### src/rtl/vdp_interrupt.sv
// VDP interrupt stage: frame (F) and line (FH) status flags plus the registered int_n line.
// Optional frame counter enabled by defining VDP_INT_FRAME_CNT_EN; otherwise frame_cnt reads 0.
`timescale 1ns/1ps

module vdp_interrupt #(
    parameter int FRAME_CNT_W = 16
) (
    input  logic                   clk21m,
    input  logic                   reset_n,
    input  logic                   v_blanking_start,
    input  logic                   hsync,
    input  logic                   enahsync,
    input  logic                   reg_r1_ie0,
    input  logic                   reg_r0_ie1,
    input  logic                   clr_vsync_int,
    input  logic                   clr_hsync_int,
    output logic                   vsync_int_flag,
    output logic                   hsync_int_flag,
    output logic                   int_n,
    output logic [FRAME_CNT_W-1:0] frame_cnt
);

    typedef enum logic {
        IDLE = 1'b0,
        PEND = 1'b1
    } flag_state_t;

    flag_state_t f_state, f_next;
    flag_state_t fh_state, fh_next;

    logic hsync_d;
    logic hsync_rise;
    logic line_event;
    logic frame_event;

    assign hsync_rise  = hsync & ~hsync_d;
    assign line_event  = hsync_rise & enahsync;
    assign frame_event = v_blanking_start;

    // hsync_d resets high so a line already in sync at release is not seen as a rising edge.
    // NOTE: sequential state uses non-blocking assignments so every register samples pre-edge values.
    always_ff @(posedge clk21m or negedge reset_n) begin
        if (!reset_n) begin
            hsync_d  <= 1'b1;
            f_state  <= IDLE;
            fh_state <= IDLE;
        end else begin
            hsync_d  <= hsync;
            f_state  <= f_next;
            fh_state <= fh_next;
        end
    end

    // Set has priority over clear so an event coinciding with a status read is never lost.
    // NOTE: each next-state variable gets a default first, so no latch is inferred.
    always_comb begin
        f_next  = f_state;
        fh_next = fh_state;
        case (f_state)
            IDLE: if (frame_event) f_next = PEND;
            PEND: if (clr_vsync_int && !frame_event) f_next = IDLE;
        endcase
        case (fh_state)
            IDLE: if (line_event) fh_next = PEND;
            PEND: if (clr_hsync_int && !line_event) fh_next = IDLE;
        endcase
    end

    always_comb begin
        vsync_int_flag = (f_state == PEND);
        hsync_int_flag = (fh_state == PEND);
    end

    // Enables gate only the request line; the flags themselves are always recorded.
    always_ff @(posedge clk21m or negedge reset_n) begin
        if (!reset_n) begin
            int_n <= 1'b1;
        end else begin
            int_n <= ~((vsync_int_flag & reg_r1_ie0) | (hsync_int_flag & reg_r0_ie1));
        end
    end

`ifdef VDP_INT_FRAME_CNT_EN
    logic [FRAME_CNT_W-1:0] frame_cnt_q;

    always_ff @(posedge clk21m or negedge reset_n) begin
        if (!reset_n) begin
            frame_cnt_q <= '0;
        end else if (v_blanking_start) begin
            frame_cnt_q <= frame_cnt_q + FRAME_CNT_W'(1);
        end
    end

    assign frame_cnt = frame_cnt_q;
`else
    assign frame_cnt = '0;
`endif

endmodule
### config.mk
export PLATFORM = sky130hd
export DESIGN_NAME = vdp_interrupt
export DESIGN_NICKNAME = d
export VERILOG_FILES = /design/src/rtl/vdp_interrupt.sv
export SDC_FILE = /design/constraint.sdc
export NUM_CORES = 1
export LEC_CHECK = 0
export CAP_MARGIN = 5
export CORE_AREA = 2 2 39 41
export DETAILED_ROUTE_END_ITERATION = 10
export DIE_AREA = 0 0 41 43
export PLACE_DENSITY = 0.63
export SYNTH_ARGS = -nofsm -noshare
export SYNTH_HDL_FRONTEND = slang
export SYNTH_SLANG_ARGS = --single-unit
### constraint.sdc
create_clock -name clk21m -period 0.8 [get_ports clk21m]
set_clock_uncertainty 0.1 [all_clocks]
set_input_delay 0.12 -clock clk21m [delete_from_list [all_inputs] [get_ports clk21m]]
set_output_delay 0.12 -clock clk21m [all_outputs]
set_load 0.05 [all_outputs]
==> PnR_summary.wiki <==
{| class="wikitable"
! Metric !! Value
|-
| Max Fanout on Critical Path || 1
|-
| CTS root buffer || clkbuf_4
|-
| Final Total Pwr || 822 uW
|-
| Final setup margin || -0.321 ns
|-
| Total iterations of the first detailed-routing run || 2
|-
| Site Rows || 14
|-
| Mean instance size in the synthesized netlist || 9.82 sq um
|-
| Ratio of routed vias to standard cells || 2.93
|-
| Startpoint kind of the worst setup timing path || flip-flop
|-
| Type of the worst min-delay path || in2async
|-
| Post-detailed-routing wire length || 433 microns
|-
| CP Launch Point || int_n
|-
| Setup TNS after final layout || -0.996 ns
|-
| Max-slew violation count || 0
|-
| Buffers added on ports || 11
|-
| Worst reg-to-reg setup slack || -0.10 ns
|-
| Top Ports || 28
|-
| Run status || finished, violations left
|-
| Final Util || 29.9%
|-
| Cell type group with the largest total delay on the critical path || flip-flops
|-
| Hold violation total from the final report || 2
|-
| Worst path cell trace || buf_12
|-
| Violations in the final reports || negative hold slack, negative setup slack
|-
| Crit path capture type || output pin
|-
| CTS sink count || 4
|-
| Antenna violations before repair || 0
|-
| Main area contributors after synthesis || buf_4, dfstp_2, dfrtp_1, o22ai_2, a21o_1
|-
| Number of standard cells after synthesis || 27
|-
| Number of maximum-capacitance constraint violations || 0
|-
| Critical Path RT || 0.58 ns
|-
| Worst-case vdd ir drop || 0.436 mV
|-
| Share of final-layout standard cells stronger than drive strength 1 || 35.7%
|-
| Iteration-0 DRC Markers || 1
|-
| Post-route DRC || 0
|-
| Total die area || 1760 sq um
|-
| Library cell contributing the largest single delay on the critical path || dfstp_2
|-
| Die Width || 41 microns
|-
| Wire per inst || 7.47 microns
|-
| FMAX || 892 MHz
|-
| Crit Path Class || reg2out
|-
| Delay of the slowest critical-path stage || roughly 0.54 ns
|-
| Fraction of post-synthesis cell area in the top cell type by area || 45.3%
|-
| Global-route wire length before repair || 614 microns
|-
| GRT Overall Usage || 6.12%
|-
| TritonCTS clock tree || yes
|-
| FF+latch count, synth || 4
|-
| Setup repair after global routing missed its margin || yes
|-
| Number of warnings printed during yosys synthesis || 0
|-
| Endpoints failing setup || 6
|-
| Final RePlAce weighted congestion || 0.494
|-
| Final worst hold slack || -0.0142 ns
|-
| Synth-to-layout area growth || 56.1%
|-
| Worst flop-to-flop path endpoint || vsync_int_flag
|-
| Minimum clock period after layout || 1.12 ns
|-
| Launch point of the worst reg-to-reg path || vsync_int_flag
|-
| GR Overflow Total || 0
|-
| Post-synth top area cell || buf_4
|-
| PwrDens || around 2000 nW/um^2
|-
| Detailed placement HPWL || between 200 and 300 microns
|-
| NumNets Final || 53
|-
| Static Leakage || 0.200 nW
|-
| Clock-pin slew of the registers on the worst-case setup and hold paths || 0.04 ns
|-
| Final antenna-violating net count || 0
|-
| Summed instance area of the synthesized netlist || around 270 sq um
|-
| CP Data Arrival Time || 0.90 ns
|-
| CP bufs+invs || 1
|-
| Share of the clock period used by the worst path after layout || 140%
|-
| H-tree lvl count || 1
|-
| Pin count of the biggest net entering global routing || 5
|-
| Cts bufs inserted || 3
|-
| Clock tree buffer depth || 2
|-
| Synth unique cells || 9
|-
| Initial Util || 19.2%
|-
| Insertion delay to the later sink of the worst-skew pair || 0.23 ns
|-
| Worst reg2reg path depth || 2
|-
| Sequential cell area fraction in the yosys report || 38.7%
|-
| Die Span Y || 43 microns
|-
| Diode count || 0
|-
| Via count of the routed design || 170
|-
| Area of the core || 1380 sq um
|-
| Number of global-route vias before repair || 182
|-
| Number of inserted filler cells in the final layout || 152
|}
synthesized netlist by cell type, drive strengths merged:
| library cell | count |
|---|---|
| buf | 16 |
| o22ai | 1 |
| inv | 2 |
| dfrtp | 2 |
| a21o | 1 |
| nand2 | 1 |
| conb | 1 |
| dfstp | 2 |
| a22oi | 1 |
final cells by class:
cell class,count,area [sq um],area share [%]
sequential,4,105,25.4
multi-input combinational,20,96.3,23.3
inverter,2,7.51,1.81
tap,16,20.0,4.83
timing repair buffer,13,163,39.3
clock buffer,3,22.5,5.44
flip-flops by register name, summed over array words and instances, names as in the netlist:
name / count
hsync_d: 1
hsync_int_flag: 1
int_n: 1
vsync_int_flag: 1
where the power goes:
group,internal [mW],switching [mW]
clock,0.167,0.0739
sequential,0.226,0.0144
combinational,0.106,0.235
total,0.499,0.324
cell families after synthesis:
family,Yosys count,share of synthesized area [%]
compound gates,3,10.4
buf+inv,18,48.1
other cells,1,1.41
simple gates,1,1.41
flops,4,38.7
layer usage:
layer	vias up	track usage (%)	wire length, microns
met5	-	0	0
met4	0	8.00	0
met3	0	3.14	71
met2	15	11.3	259
met1	74	2.25	102
li1	81	-	-
worst max path at each step:
stage,slack (ns),endpoint,cells after the start
after CTS,-0.34,int_n,1
final,-0.32,int_n,1
after floorplan,-0.1,vsync_int_flag,1
after global routing,-0.34,int_n,1
after detailed placement,-0.19,vsync_int_flag,3
after global placement,-0.19,vsync_int_flag,3
what timing repair did:
item | in CTS | in global routing
endpoints found under the setup margin | 4 | 6
buffers inserted | 2 | 1
cloned | 0 | 0
gates resized for setup | 4 | 1
pin swaps | 1 | 1
hold endpoints to repair | 2 | 2
through the flow:
step	instance area [sq um]	std cells	setup slack [ns]	hold slack, ns
2_1_floorplan	324	42	-0.0994	-0.276
6_report	414	58	-0.321	-0.0142
3_3_place_gp	364	53	-0.193	0.233
5_1_grt	414	58	-0.342	-0.0103
3_5_place_dp	364	53	-0.190	0.230
4_1_cts	414	58	-0.335	-0.0178
cell usage in the layout, fill, tap and decap left out:
| cell | instances |
|---|---|
| conb_1 | 16 |
| dfrtp_2 | 2 |
| nand2_1 | 1 |
| o22ai_2 | 1 |
| buf_6 | 2 |
| inv_1 | 1 |
| buf_12 | 3 |
| clkbuf_4 | 3 |
| a21o_1 | 1 |
| clkdlybuf4s50_1 | 8 |
| dfstp_2 | 2 |
| inv_2 | 1 |
| a22oi_2 | 1 |
Note: power is estimated with default switching activity, not from simulation.
